`src/rtl/axis_read_ctrl.sv`:
```
`timescale 1ns/1ps
// AXI read-address sequencer for one stream: hands the word count to axis_read_data, then issues
// AR bursts capped by BURST_MAX and outstanding-beat credit. Define AXIS_READ_CTRL_4K_EN to split at 4 KB.
module axis_read_ctrl #(
   parameter int ADDR_WIDTH      = 32,
   parameter int CFG_DWIDTH      = 32,
   parameter int AXI_DATA_WIDTH  = 64,
   parameter int DATA_WIDTH      = 32,
   parameter int WIDTH_RATIO     = 2,
   parameter int BURST_MAX       = 16,
   parameter int OUTSTANDING_MAX = 64
) (
   input  logic                  clk,
   input  logic                  rst,
   input  logic [ADDR_WIDTH-1:0] cfg_address,
   input  logic [CFG_DWIDTH-1:0] cfg_length,
   input  logic                  cfg_valid,
   output logic                  cfg_ready,
   output logic [CFG_DWIDTH-1:0] data_cfg_length,
   output logic                  data_cfg_valid,
   input  logic                  data_cfg_ready,
   output logic [ADDR_WIDTH-1:0] axi_araddr,
   output logic [7:0]            axi_arlen,
   output logic                  axi_arvalid,
   input  logic                  axi_arready,
   input  logic                  axi_rbeat,
   output logic                  done
);
   localparam int CW          = CFG_DWIDTH;
   localparam int BYTE_SHIFT  = $clog2(AXI_DATA_WIDTH / 8);
   localparam int RATIO_SHIFT = $clog2(AXI_DATA_WIDTH / DATA_WIDTH);

   typedef enum logic [2:0] {
      IDLE   = 3'b001,
      CONFIG = 3'b010,
      ADDR   = 3'b100
   } state_t;

   state_t                state, state_n;
   logic [ADDR_WIDTH-1:0] addr, addr_n, araddr_n;
   logic [CW-1:0]         beats_rem, beats_rem_n, rem_after;
   logic [CW-1:0]         outstanding, outstanding_n, out_inc;
   logic [CW-1:0]         data_len_n, cur_burst, nb;
   logic [CW:0]           len_round;
   logic [7:0]            arlen_n;
   logic                  arvalid_n, done_n, hs;

   function automatic logic [CW-1:0] burst_cap(input logic [CW-1:0] rem);
      if (rem > CW'(BURST_MAX)) return CW'(BURST_MAX);
      else return rem;
   endfunction

`ifdef AXIS_READ_CTRL_4K_EN
   function automatic logic [CW-1:0] clamp_4k(input logic [CW-1:0] b, input logic [11:0] off);
      logic [12:0] to_4k;
      to_4k = (13'd4096 - {1'b0, off}) >> BYTE_SHIFT;
      if (CW'(to_4k) < b) return CW'(to_4k);
      else return b;
   endfunction
`endif

   function automatic logic fits(input logic [CW-1:0] o, input logic [CW-1:0] b);
      return ({1'b0, o} + {1'b0, b}) <= (CW+1)'(OUTSTANDING_MAX);
   endfunction

   assign cfg_ready      = (state == IDLE);
   assign data_cfg_valid = (state == CONFIG);

   // Next-state, burst planning and credit accounting.
   always_comb begin
      state_n     = state;
      addr_n      = addr;
      beats_rem_n = beats_rem;
      data_len_n  = data_cfg_length;
      araddr_n    = axi_araddr;
      arlen_n     = axi_arlen;
      arvalid_n   = axi_arvalid;
      done_n      = 1'b0;
      hs          = axi_arvalid & axi_arready;
      cur_burst   = CW'(axi_arlen) + CW'(1);
      rem_after   = beats_rem - cur_burst;
      len_round   = {1'b0, cfg_length} + (CW+1)'(WIDTH_RATIO - 1);
      out_inc     = hs ? (outstanding + cur_burst) : outstanding;
      // A return beat with nothing outstanding is ignored rather than wrapping.
      if (axi_rbeat && (out_inc != '0)) outstanding_n = out_inc - CW'(1);
      else outstanding_n = out_inc;
      nb = burst_cap(beats_rem);
`ifdef AXIS_READ_CTRL_4K_EN
      nb = clamp_4k(nb, addr[11:0]);
`endif
      case (state)
         IDLE: begin
            if (cfg_valid && (cfg_length != '0)) begin
               addr_n      = cfg_address;
               data_len_n  = cfg_length;
               beats_rem_n = CW'(len_round >> RATIO_SHIFT);
               state_n     = CONFIG;
            end else if (cfg_valid) begin
               done_n = 1'b1;
            end else begin
               done_n = 1'b0;
            end
         end
         CONFIG: begin
            if (data_cfg_ready) state_n = ADDR;
            else state_n = CONFIG;
         end
         ADDR: begin
            if (hs) begin
               addr_n      = addr + (ADDR_WIDTH'(cur_burst) << BYTE_SHIFT);
               beats_rem_n = rem_after;
               nb          = burst_cap(rem_after);
`ifdef AXIS_READ_CTRL_4K_EN
               nb          = clamp_4k(nb, addr_n[11:0]);
`endif
               if (rem_after == '0) begin
                  done_n    = 1'b1;
                  arvalid_n = 1'b0;
                  state_n   = IDLE;
               end else begin
                  // Present the next burst immediately when credit allows.
                  arvalid_n = fits(outstanding_n, nb);
                  araddr_n  = addr_n;
                  arlen_n   = 8'(nb - CW'(1));
               end
            end else if (!axi_arvalid) begin
               arvalid_n = fits(outstanding_n, nb);
               araddr_n  = addr;
               arlen_n   = 8'(nb - CW'(1));
            end else begin
               arvalid_n = 1'b1;
            end
         end
         default: begin
            state_n   = IDLE;
            arvalid_n = 1'b0;
         end
      endcase
   end

   // State register.
   always_ff @(posedge clk or posedge rst) begin
      if (rst) state <= IDLE;
      else state <= state_n;
   end

   // Datapath and output registers.
   always_ff @(posedge clk or posedge rst) begin
      if (rst) begin
         addr            <= '0;
         beats_rem       <= '0;
         outstanding     <= '0;
         data_cfg_length <= '0;
         axi_araddr      <= '0;
         axi_arlen       <= 8'd0;
         axi_arvalid     <= 1'b0;
         done            <= 1'b0;
      end else begin
         addr            <= addr_n;
         beats_rem       <= beats_rem_n;
         outstanding     <= outstanding_n;
         data_cfg_length <= data_len_n;
         axi_araddr      <= araddr_n;
         axi_arlen       <= arlen_n;
         axi_arvalid     <= arvalid_n;
         done            <= done_n;
      end
   end
endmodule

```
`config.mk`:
```
export PLATFORM = sky130hd
export DESIGN_NAME = axis_read_ctrl
export DESIGN_NICKNAME = d
export VERILOG_FILES = /design/src/rtl/axis_read_ctrl.sv
export SDC_FILE = /design/constraint.sdc
export NUM_CORES = 1
export LEC_CHECK = 0
export CAP_MARGIN = 40
export CORE_MARGIN = 2
export CORE_UTILIZATION = 50
export DETAILED_ROUTE_END_ITERATION = 16
export GPL_TIMING_DRIVEN = 0
export PLACE_DENSITY = 0.68
export SYNTH_ARGS = -nofsm -noshare
export SYNTH_HDL_FRONTEND = slang
export SYNTH_SLANG_ARGS = --single-unit
```
`constraint.sdc`:
```
create_clock -name clk -period 8.4 [get_ports clk]
set_input_delay 0.84 -clock clk [delete_from_list [all_inputs] [get_ports clk]]
set_output_delay 0.84 -clock clk [all_outputs]
set_load 0.1 [all_outputs]
```
# Word level (Yosys, flattened, before mapping)
# Cells that the tools add are included.
dict set report classes {
  n_bitwise 1
  n_lt_le_gt_ge 4
  eq_ne 8
  add_sub_neg 10
  mux 32
  n_reduce_logical 11
}
# cell n
set op_table {}
lappend op_table {{$mux 32} 13}
lappend op_table {{$pmux 32 s2} 2}
lappend op_table {{$add 32x32->33} 2}
lappend op_table {{$le 33x7->1 const B} 2}
lappend op_table {{$gt 32x5->1 const B} 2}
lappend op_table {{$reduce_bool 32->1} 2}
lappend op_table {{$add 32x1->33 const B} 1}
lappend op_table {{$add 32x12->32} 1}
lappend op_table {{$add 32x9->32} 1}
lappend op_table {{$logic_not 32->1} 1}
lappend op_table {{$sub 32x1->32 const B} 1}
lappend op_table {{$sub 32x9->32} 1}
lappend op_table {{$mux 8} 3}
lappend op_table {{$sub 8x1->8 const B} 2}
lappend op_table {{$mux 3} 4}
lappend op_table {{$add 8x1->9 const B} 1}
lappend op_table {{$pmux 3 s3} 1}
lappend op_table {{$reduce_and 3->1} 3}
lappend op_table {{$mux 1} 7}
lappend op_table {{$ne 2x2->1 const B} 3}
lappend op_table {{$ne 2x1->1 const B} 2}
lappend op_table {{$pmux 1 s2} 2}
lappend op_table {{$eq 3x1->1 const B} 1}
lappend op_table {{$eq 3x2->1 const B} 1}
lappend op_table {{6 further kinds} 7}
dict set report totals {
  register_bits 173
  elab_cells 75
  in_bits 70
}

# Logic depth before layout (Yosys ltp)
# Gate-level depths: netlist of run 1.
dict set report logic_depth {
  word_depth 11
  depth_mapped 31
  mapped_depth_nobuf 29
}

# Worst setup path before layout of run 1
# OpenSTA, ideal clock, no wires.
dict set report synth_path {
  path_kind {register to register}
  start {register axi_arlen[0]}
  end {register axi_arvalid}
  path_slack_ns 0.845
  path_buffers 3
  t_arrival_ns 7.478
  setup_ns 0.078
  stages_incl_launch_ff 31
  cell_sequence {dfrtp_1 -> ha_1 -> nand3_1 -> nor2_1 -> xor2_1 -> ha_1 -> clkbuf_1 -> or3_1 -> a21oi_1 -> a21o_1 -> buf_2 -> mux2i_1 -> a31oi_1 -> a211oi_2 -> nand3_1 -> o211a_2 -> and3_1 -> xnor2_1 -> ha_1 -> clkbuf_1 -> and3_1 -> a2111oi_0 -> o211ai_1 -> nand3_1 -> or4_1 -> o211ai_1 -> a21oi_1 -> xor2_1 -> nand3_1 -> or4_1 -> a21oi_1}
}
dict set report synth_between {
  elab_chain_cells 11
  word_cells_on_any_way 21
}
# item line
set synth_rtl {}
lappend synth_rtl {{from (decl)} 23} ;# output logic [7:0] axi_arlen,
lappend synth_rtl {{from (signal assigned)} 164} ;# axi_arlen <= arlen_n;
lappend synth_rtl {{$add 8x1->9 (*)} 80} ;# cur_burst = CW'(axi_arlen) + CW'(1);
lappend synth_rtl {{$add 32x9->32 (*)} 83} ;# out_inc = hs ? (outstanding + cur_burst) : outstanding;
lappend synth_rtl {{$mux 32 (*)} 83}
lappend synth_rtl {{parallel branches: the longest is 2 deep, another holds $sub 32x1->32} n/a}
lappend synth_rtl {{$mux 32 (*)} 85} ;# if (axi_rbeat && (out_inc != '0)) outstanding_n = out_inc - CW'(1);
lappend synth_rtl {{net outstanding_n[4]} 42} ;# logic [CW-1:0] outstanding, outstanding_n, out_inc;
lappend synth_rtl {{$add 32x32->33} 63} ;# return ({1'b0, o} + {1'b0, b}) <= (CW+1)'(OUTSTANDING_MAX);
lappend synth_rtl {{$le 33x7->1} 63}
lappend synth_rtl {{$mux 1 (on tied branches)} {126, 116}}
lappend synth_rtl {{$mux 1 (*)} 109} ;# if (hs) begin
lappend synth_rtl {{$pmux 1 s2 (*)} 91} ;# case (state)
lappend synth_rtl {{to (signal assigned)} 165} ;# axi_arvalid <= arvalid_n;
lappend synth_rtl {{to (decl)} 24} ;# output logic axi_arvalid,
# Mark *: on every way through the listed nets, which the timed path passes. The select of a mux whose other input is x is not followed.
# A chain may end at the register's enable or synchronous reset.

# Final worst setup path of run 1
dict set report layout_path {
  start {register axi_arlen[1]}
  end {register axi_arvalid}
}
dict set report layout_between {
  elab_chain_cells 11
  word_cells_on_any_way 21
}
# item line
set layout_rtl {}
lappend layout_rtl {{$add 8x1->9 (*)} 80}
lappend layout_rtl {{$sub 32x9->32 / $add 32x9->32 (equally long branches)} {81, 83}}
lappend layout_rtl {{$gt 32x5->1 / $mux 32 (equally long branches)} {49, 83}}
lappend layout_rtl {{$mux 32 / $reduce_bool 32->1 (equally long branches)} {49, 85}}
lappend layout_rtl {{$mux 32 / $logic_and 1x1->1 (equally long branches)} {109, 85}}
lappend layout_rtl {{$mux 32 (on tied branches)} {91, 85}}
lappend layout_rtl {{$add 32x32->33} 63}
lappend layout_rtl {{$le 33x7->1} 63}
lappend layout_rtl {{$mux 1 (on tied branches)} {116, 126}}
lappend layout_rtl {{$mux 1 (*)} 109}
lappend layout_rtl {{$pmux 1 s2 (*)} 91}
# Every way passes the cells marked *; elsewhere a longest branch is shown, timed or not. The select of a mux whose other input is x is not followed.

==> results_dict.tcl, run 1 <==
set metrics [dict create \
    worst_pin_slew_ns 0.911 \
    timing.critical_path.mode_cell "ha_1" \
    synth.most_common_cell "nand2_1" \
    ys_top_cells_by_area "dfrtp_1 (27%), ha_1 (7.5%), nand2_1 (5.8%)" \
    io_buffers 143 \
    crit_buf_inv 4 \
    max_cap_viol_count 0 \
    synth_edf_count 0 \
    p_leak_nw 8.66 \
    period_minus_slack_ns 8.05 \
    first_global_vias 15999 \
    synth_area_leader_cell "dfrtp_1" \
    outcome "finished, final reports clean" \
    place_congestion 0.989 \
    clockBufferDepth 2 \
    wl_met1_um 26500 \
    syn_area_mm2 0.0162 \
    ys_seq_area_share_pct 26.7 \
    grt_pass1_wl_um 88900 \
    final_nets 2557 \
    setup_viol 0 \
    critPathMaxFanout 8 \
    yosys_warnings 0 \
    num_vias 17681 \
    power_density_mw_per_mm2 433 \
    htreeDepth 4 \
    grt_remaining_overflow 0 \
    postRouteAntennaNets 0 \
    insertion_delay_ns 0.48 \
    via_per_inst 6.31 \
    crit_required_ns 8.78 \
    drive_gt1_share_pct 10.7 \
    timing.fmax_mhz 124 \
    yosysTopAreaCellShare_pct 26.6 \
    clockRootBuffer "clkbuf_16" \
    finalMaxSlewViolations 0 \
    cp.arrival_ns 8.43 \
    slew_headroom_pct 37.7 \
    peakVddDrop_mv 0.393 \
    area_growth_pct 27.0 \
    finalHoldViolCount 0 \
    critPathCaptureType "flip-flop" \
    clkSlewWorstSetupHoldPaths_ns 0.08 \
    die_area_mm2 0.0338 \
    die_x_um 184 \
    critPathTopFamily "simple AND/OR/NAND/NOR gates" \
    period_share_pct 95.8 \
    final_cell_count_no_fill 2800 \
    worst_slack_ns 0.351 \
    antenna_found_initial 1 \
    top_layer_used "met4" \
    hpwl_um 43400 \
    grt_max_degree 88 \
    die_y_um 184 \
    ios 146 \
    row_count 65 \
    critical_path_class "flip-flop to flip-flop" \
    cts_made_buffers 17 \
    core_area_mm2 0.0317 \
    cts_tree "yes" \
    fillCellCount 2707 \
    holdWs_ns 0.465 \
    async_reset_ff_share_pct 100 \
    drt_iter0_markers 1800 \
    ys_top_cells_by_count "nand2_1 (252), nor2_1 (197), a21oi_1 (181)" \
    wl_met2_um 24400 \
    placedCellCount 2763 \
    hold_class "flip-flop to flip-flop" \
    dpl_worst_slack_ns -0.494 \
    cts.sinks 173 \
    cp-start-kind "flip-flop" \
    num_antenna_cells 0 \
    firstDrtPassIters 6 \
    synthFlopType "dfrtp_1" \
    dpl-instance-area_mm2 0.0197 \
    routedWlPerCell_um 20.4 \
    synth-seq-cells 173 \
    synth_cell_types 106 \
    wl_met3_um 4630 \
    ctsHoldBuffers 0 \
    avgSynthCellArea_um2 7.78 \
    wirelength_um 57000 \
    grt_usage_pct 33.5 \
    drc 0 \
    slowest_stage "or4_1" \
    start_util_pct 51.1 \
    fin_skew_ns 0.0261 \
    synthCells 2083 \
    slowest_delay_ns 0.51 \
    final_area_mm2 0.0206 \
]
cells in the final DEF, fill, tap and decap left out, types with 68 or more instances in the layout:
master | synthesis | layout
a21oi_1 | 181 | 180
nand2_1 | 252 | 252
o21ai_0 | 117 | 117
nor3_1 | 70 | 68
ha_1 | 97 | 94
clkdlybuf4s50_1 | 0 | 143
nor2_1 | 197 | 194
nand3_1 | 75 | 73
clkbuf_1 | 88 | 84
dfrtp_1 | 172 | 169
worst register-to-register path: cells and delay by family, from the launching register on:
| family | cells | cell delay [ns] |
|---|---|---|
| compound gates | 9 | 2.18 |
| xor+xnor | 2 | 0.45 |
| fa+ha+maj | 3 | 0.74 |
| flops | 1 | 0.42 |
| buf+inv | 4 | 0.84 |
| mux | 1 | 0.33 |
| simple gates | 12 | 2.96 |
per-layer routing:
layer	track usage [%]	vias up
met5	0	-
met4	8.90	0
met3	4.95	114
met2	50.5	880
met1	50.0	8477
li1	-	8210
registers in the layout (all words and copies together) (netlist names):
register and cells:
addr 32, axi_arvalid 1, axi_araddr 32, beats_rem 32
outstanding 32, state 3, done 1, axi_arlen 8
data_cfg_length 32
cells by family (layout without fill, tap and decap cells):
group / after synthesis / after routing / synth area share (%)
AO/OA/AOI/OAI: 604 / 604 / 24.1
XOR/XNOR: 134 / 134 / 7.29
adder cells (fa/ha/maj): 102 / 102 / 8.11
buffers and inverters: 176 / 438 / 4.76
flip-flops: 173 / 173 / 26.7
multiplexers: 57 / 57 / 3.84
other: 1 / 54 / 0.0232
AND/OR/NAND/NOR: 836 / 836 / 25.1
through the flow:
step           TNS, ns  utilization, %  power (W)
2_1_floorplan        0               -    0.00574
5_1_grt        -0.0287            64.9    0.00943
3_5_place_dp    -0.494            62.0    0.00779
6_report             0            64.9    0.00892
4_1_cts              0            64.2    0.00868
3_3_place_gp     -1.07            57.8    0.00706
timing repair:
item | in CTS | in global routing
setup endpoints to repair | 1 | 1
buffers inserted | 2 | 8
pin swaps | 2 | 8
resized for setup | 19 | 29
area by class of cell:
cell class | instances | area, um2 | share of cell area (%)
multi-input cells | 1787 | 11600 | 56.1
plain buffers | 106 | 510 | 2.48
inverters | 65 | 251 | 1.22
clock buffers | 20 | 457 | 2.22
well taps | 402 | 503 | 2.44
clock inverters | 12 | 130 | 0.632
repair buffers | 235 | 2840 | 13.8
flip-flops and latches | 173 | 4330 | 21.1
power by group:
| part | total [W] | leakage [nW] | internal, W | switching, W |
|---|---|---|---|---|
| logic | 0.00651 | 6.29 | 0.00240 | 0.00412 |
| registers | 0.00158 | 2.09 | 0.00122 | 0.000360 |
| clock network | 0.000826 | 0.279 | 0.000433 | 0.000393 |
path summary, 6_finish.rpt:
kind | startpoint | end | slack (ns) | cells after the start
min in group asynchronous | rst | axi_araddr[16] | 0.86 | 2
setup / recovery | axi_arlen[1] | axi_arvalid | 0.35 | 31
setup reg to reg | axi_arlen[1] | axi_arvalid | 0.35 | 31
hold reg to reg | addr[1] | axi_araddr[1] | 0.46 | 2
max in group asynchronous | rst | data_cfg_length[4] | 6.63 | 3
hold / removal | addr[1] | axi_araddr[1] | 0.46 | 2
Power figures use the tool's default switching activity.
==> run 2, diff against run 1 <==
--- a/config.mk
+++ b/config.mk
@@ -7,10 +7,10 @@
 export LEC_CHECK = 0
 export CAP_MARGIN = 40
 export CORE_MARGIN = 2
-export CORE_UTILIZATION = 50
+export CORE_UTILIZATION = 35
 export DETAILED_ROUTE_END_ITERATION = 16
 export GPL_TIMING_DRIVEN = 0
-export PLACE_DENSITY = 0.68
+export PLACE_DENSITY = 0.5
 export SYNTH_ARGS = -nofsm -noshare
 export SYNTH_HDL_FRONTEND = slang
 export SYNTH_SLANG_ARGS = --single-unit
==> results_dict.tcl, run 2 (same netlist as run 1, synthesis figures left out) <==
set metrics [dict create \
    grt_max_degree 95 \
    critPathCaptureType "flip-flop" \
    area_growth_pct 29.2 \
    final_cell_mix "nand2_1 (252), nor2_1 (194), a21oi_1 (180)" \
    finalMaxSlewViolations 0 \
    p_sw_w 0.00492 \
    postRouteAntennaNets 0 \
    power_frac_comb_pct 73.1 \
    dpl-instance-area_mm2 0.0200 \
    total_power_w 0.00898 \
    p_int_w 0.00406 \
    drive_gt1_share_pct 10.9 \
    final_cell_count_no_fill 2999 \
    die_x_um 219 \
    clkSlewWorstSetupHoldPaths_ns 0.08 \
    via_per_inst 5.66 \
    hold_class "flip-flop to flip-flop" \
    cts_made_buffers 17 \
    placedCellCount 2962 \
    clockRootBuffer "clkbuf_16" \
    p_leak_nw 8.71 \
    hpwl_um 46900 \
    fillCellCount 4529 \
    timing.critical_path.mode_cell "ha_1" \
    first_global_vias 16101 \
    regArea_mm2 0.00433 \
    clkPwrFrac_pct 9.3 \
    power_density_mw_per_mm2 429 \
    row_count 78 \
    finalHoldViolCount 0 \
    final_nets 2558 \
    final_area_mm2 0.0209 \
    multi_input_area_mm2 0.0116 \
    wirelength_um 60100 \
    setup_viol 0 \
    fin_skew_ns 0.0147 \
    post-route-util_pct 46.0 \
    io_buffers 143 \
    grt_remaining_overflow 0 \
    crit_required_ns 8.81 \
    critical_path_class "flip-flop to flip-flop" \
    drc 0 \
    max_cap_viol_count 0 \
    num_antenna_cells 0 \
    num_vias 16976 \
    place_congestion 0.942 \
    seq_power_share_pct 17.6 \
    peakVddDrop_mv 0.395 \
    grt_usage_pct 25.3 \
    period_share_pct 95.7 \
    routedWlPerCell_um 20.0 \
    critPathMaxFanout 10 \
    timing.fmax_mhz 124 \
    start_util_pct 35.6 \
    insertion_delay_ns 0.49 \
    ios 146 \
    tns_ns 0 \
    htreeDepth 4 \
    die_area_mm2 0.0480 \
    firstDrtPassIters 6 \
    antenna_found_initial 2 \
    cts_tree "yes" \
    cp.arrival_ns 8.45 \
    slowest_stage "xnor2_1" \
    core_area_mm2 0.0455 \
    die_y_um 219 \
    switching_share_pct 54.8 \
    clockBufferDepth 2 \
    grt_pass1_wl_um 93600 \
    slowest_delay_ns 0.60 \
    final_common_cell "nand2_1" \
    outcome "finished, final reports clean" \
    drt_iter0_markers 1305 \
    cts.sinks 173 \
    period_minus_slack_ns 8.04 \
    cp-start-kind "flip-flop" \
    slew_headroom_pct 38.9 \
    worst_pin_slew_ns 0.916 \
]
## run 2: layout make-up
cell class                 instances  area share [%]
timing repair buffer             237            13.9
sequential                       173            20.7
tap                              600            3.59
clock inverter                    15           0.813
clock buffer                      17            2.03
buffer                           105            2.43
multi-input combinational       1787            55.3
inverter                          65            1.20
## run 2: metal layers
layer	up-vias	wire, um	GRT usage [%]
met5	-	0	0
met4	0	1200	7.03
met3	62	3770	4.77
met2	518	25800	38.1
met1	8174	29300	36.6
li1	8222	-	-
## run 2: per-stage QoR
step / hold slack, ns / setup WS, ns
2_1_floorplan: 0.433 / 0.845
3_3_place_gp: 0.452 / -1.13
3_5_place_dp: 0.454 / -0.630
4_1_cts: 0.475 / 0.0676
5_1_grt: 0.510 / -0.0206
6_report: 0.470 / 0.359
## run 2: path summary, 6_finish.rpt
kind / from / endpoint / slack, ns / depth (start not counted)
max: axi_arlen[1] / axi_arvalid / 0.36 / 29
min: addr[0] / axi_araddr[0] / 0.47 / 2
max reg2reg: axi_arlen[1] / axi_arvalid / 0.36 / 29
min reg2reg: addr[0] / axi_araddr[0] / 0.47 / 2
max in group asynchronous: rst / data_cfg_length[11] / 6.61 / 3
min in group asynchronous: rst / axi_araddr[15] / 0.85 / 2
## run 2: power groups by stage
stage	Sequential (W)	Clock (W)	Combinational (W)
after detailed placement	0.00159	0	0.00632
after global routing	0.00163	0.000881	0.00706
after floorplan	0.00268	0	0.00306
final	0.00158	0.000831	0.00657
after global placement	0.00158	0	0.00560
after CTS	0.00157	0.000855	0.00638
## run 2: timing repair
action / CTS / global route
gates resized for setup: 19 / 37
buffers inserted: 2 / 9
endpoints found under the setup margin: 1 / 1
hold buffers: 0 / 0
pin swaps: 2 / 6
## run 2: critical path, delay by kind of cell (launching register included)
kind            cells  cell delay [ns]
compound gates      9             1.98
flops               1             0.43
mux                 2             0.44
xor+xnor            2             0.83
fa+ha+maj           3             0.83
buf+inv             3             0.69
simple gates       10             2.73
==> run 3, diff against run 2 <==
--- a/config.mk
+++ b/config.mk
@@ -11,6 +11,7 @@
 export DETAILED_ROUTE_END_ITERATION = 16
 export GPL_TIMING_DRIVEN = 0
 export PLACE_DENSITY = 0.5
+export SETUP_SLACK_MARGIN = 0.05
 export SYNTH_ARGS = -nofsm -noshare
 export SYNTH_HDL_FRONTEND = slang
 export SYNTH_SLANG_ARGS = --single-unit
==> results_dict.tcl, run 3 (same netlist as run 1, synthesis figures left out) <==
set metrics [dict create \
    area_growth_pct 29.4 \
    crit_required_ns 8.81 \
    final_nets 2559 \
    place_congestion 0.942 \
    critical_path_class "flip-flop to flip-flop" \
    postRouteAntennaNets 0 \
    finalMaxSlewViolations 0 \
    setup_viol 0 \
    rsz0062_at_grt "no" \
    finalHoldViolCount 0 \
    die_x_um 219 \
    hold_class "flip-flop to flip-flop" \
    final_area_mm2 0.0210 \
    insertion_delay_ns 0.49 \
    rr_worst_depth 31 \
    grt_pass1_wl_um 93600 \
    p_leak_nw 8.71 \
    critPathTopFamily "simple AND/OR/NAND/NOR gates" \
    period_minus_slack_ns 7.98 \
    clkSlewWorstSetupHoldPaths_ns 0.08 \
    p_int_w 0.00407 \
    power_frac_comb_pct 73.2 \
    cp-start-kind "flip-flop" \
    cp.arrival_ns 8.38 \
    switching_share_pct 54.8 \
    worst_pin_slew_ns 0.940 \
    die_area_mm2 0.0480 \
    period_share_pct 95.0 \
    via_per_inst 5.68 \
    die_y_um 219 \
    drt_iter0_markers 1358 \
    core_area_mm2 0.0455 \
    outcome "finished, final reports clean" \
    row_count 78 \
    ctsHoldBuffers 0 \
    critPathCaptureType "flip-flop" \
    cts_tree "yes" \
    num_antenna_cells 0 \
    cts.sinks 173 \
    slowest_stage "or4_1" \
    crit_buf_inv 4 \
    htreeDepth 4 \
    total_power_w 0.00900 \
    grt_remaining_overflow 0 \
    wl_met1_um 29400 \
    clockRootBuffer "clkbuf_16" \
    antenna_found_initial 2 \
    first_global_vias 16101 \
    final_common_cell "nand2_1" \
    cts_made_buffers 17 \
    num_vias 17037 \
    min_path_cells 2 \
    wirelength_um 60100 \
    fin_skew_ns 0.0163 \
    dpl-instance-area_mm2 0.0200 \
    wl_met2_um 25900 \
    critPathMaxFanout 10 \
    path_depth 31 \
    wl_met3_um 3630 \
    ios 146 \
    p_sw_w 0.00493 \
    io_buffers 143 \
    final_cell_mix "nand2_1 (252), nor2_1 (194), a21oi_1 (179)" \
    power_density_mw_per_mm2 429 \
    routedWlPerCell_um 20.0 \
    top_layer_used "met4" \
    slowest_delay_ns 0.51 \
    start_util_pct 35.6 \
    final_cell_count_no_fill 3000 \
    drive_gt1_share_pct 11.0 \
    grt_usage_pct 25.3 \
    peakVddDrop_mv 0.395 \
    clockBufferDepth 2 \
    seq_power_share_pct 17.6 \
    clkPwrFrac_pct 9.2 \
    timing.fmax_mhz 125 \
    grt_max_degree 95 \
    hpwl_um 46900 \
    drc 0 \
    firstDrtPassIters 6 \
    slew_headroom_pct 36.9 \
    placedCellCount 2962 \
    max_cap_viol_count 0 \
]
run 3: cell types whose count changed in the layout (fill, tap and decap cells not counted), sizes merged:
| cell | delta |
|---|---|
| buf | +1 |
run 3: layout make-up:
type                    count  area (um2)
fillers                  4527       24500
multi-input cells        1787       11600
flip-flops and latches    173        4330
repair buffers            238        2910
well taps                 600         751
plain buffers             105         508
clock buffers              17         425
inverters                  65         251
clock inverters            15         170
run 3: per-stage QoR:
stage | TNS [ns] | setup slack, ns | util [%] | hold slack [ns]
2_1_floorplan | 0 | 0.845 | - | 0.433
3_3_place_gp | -9.18 | -1.13 | 40.8 | 0.452
3_5_place_dp | -0.630 | -0.630 | 43.9 | 0.454
4_1_cts | 0 | 0.0676 | 45.5 | 0.475
5_1_grt | 0 | 0.00885 | 46.1 | 0.510
6_report | 0 | 0.422 | 46.1 | 0.470
run 3: worst reg2reg max path, delay by kind of cell (launching register included):
| family | cells | cell delay (ns) |
|---|---|---|
| fa+ha+maj | 3 | 0.80 |
| buf+inv | 4 | 0.83 |
| xor+xnor | 2 | 0.41 |
| simple gates | 10 | 2.80 |
| mux | 2 | 0.56 |
| flops | 1 | 0.42 |
| compound gates | 10 | 2.05 |
run 3: power groups by stage:
stage / combinational [W] / clock, W / sequential [W]
after floorplan: 0.00306 / 0 / 0.00268
after global placement: 0.00560 / 0 / 0.00158
after detailed placement: 0.00632 / 0 / 0.00159
after CTS: 0.00638 / 0.000855 / 0.00157
after global routing: 0.00707 / 0.000881 / 0.00163
final: 0.00658 / 0.000831 / 0.00158
run 3: routing by layer:
metal	GRT usage (%)	vias to the layer above
li1	-	8222
met4	7.03	0
met2	38.1	518
met3	4.77	64
met1	36.6	8233
met5	0	-
run 3: worst paths after layout:
| kind | from | end | slack (ns) |
|---|---|---|---|
| worst min-delay path | addr[0] | axi_araddr[0] | 0.47 |
| worst max-delay path | axi_arlen[1] | axi_arvalid | 0.42 |
| max in group asynchronous | rst | data_cfg_length[11] | 6.61 |
| worst max register to register | axi_arlen[1] | axi_arvalid | 0.42 |
| worst min register to register | addr[0] | axi_araddr[0] | 0.47 |
| min in group asynchronous | rst | axi_araddr[15] | 0.85 |
run 3: repair_timing:
| item | 4_1_cts | 5_1_grt |
|---|---|---|
| endpoints found under the setup margin | 1 | 1 |
| hold endpoints to repair | 0 | 0 |
| pin swaps | 2 | 7 |
| setup buffers | 2 | 10 |
| resized for setup | 19 | 41 |
| gates cloned | 0 | 0 |
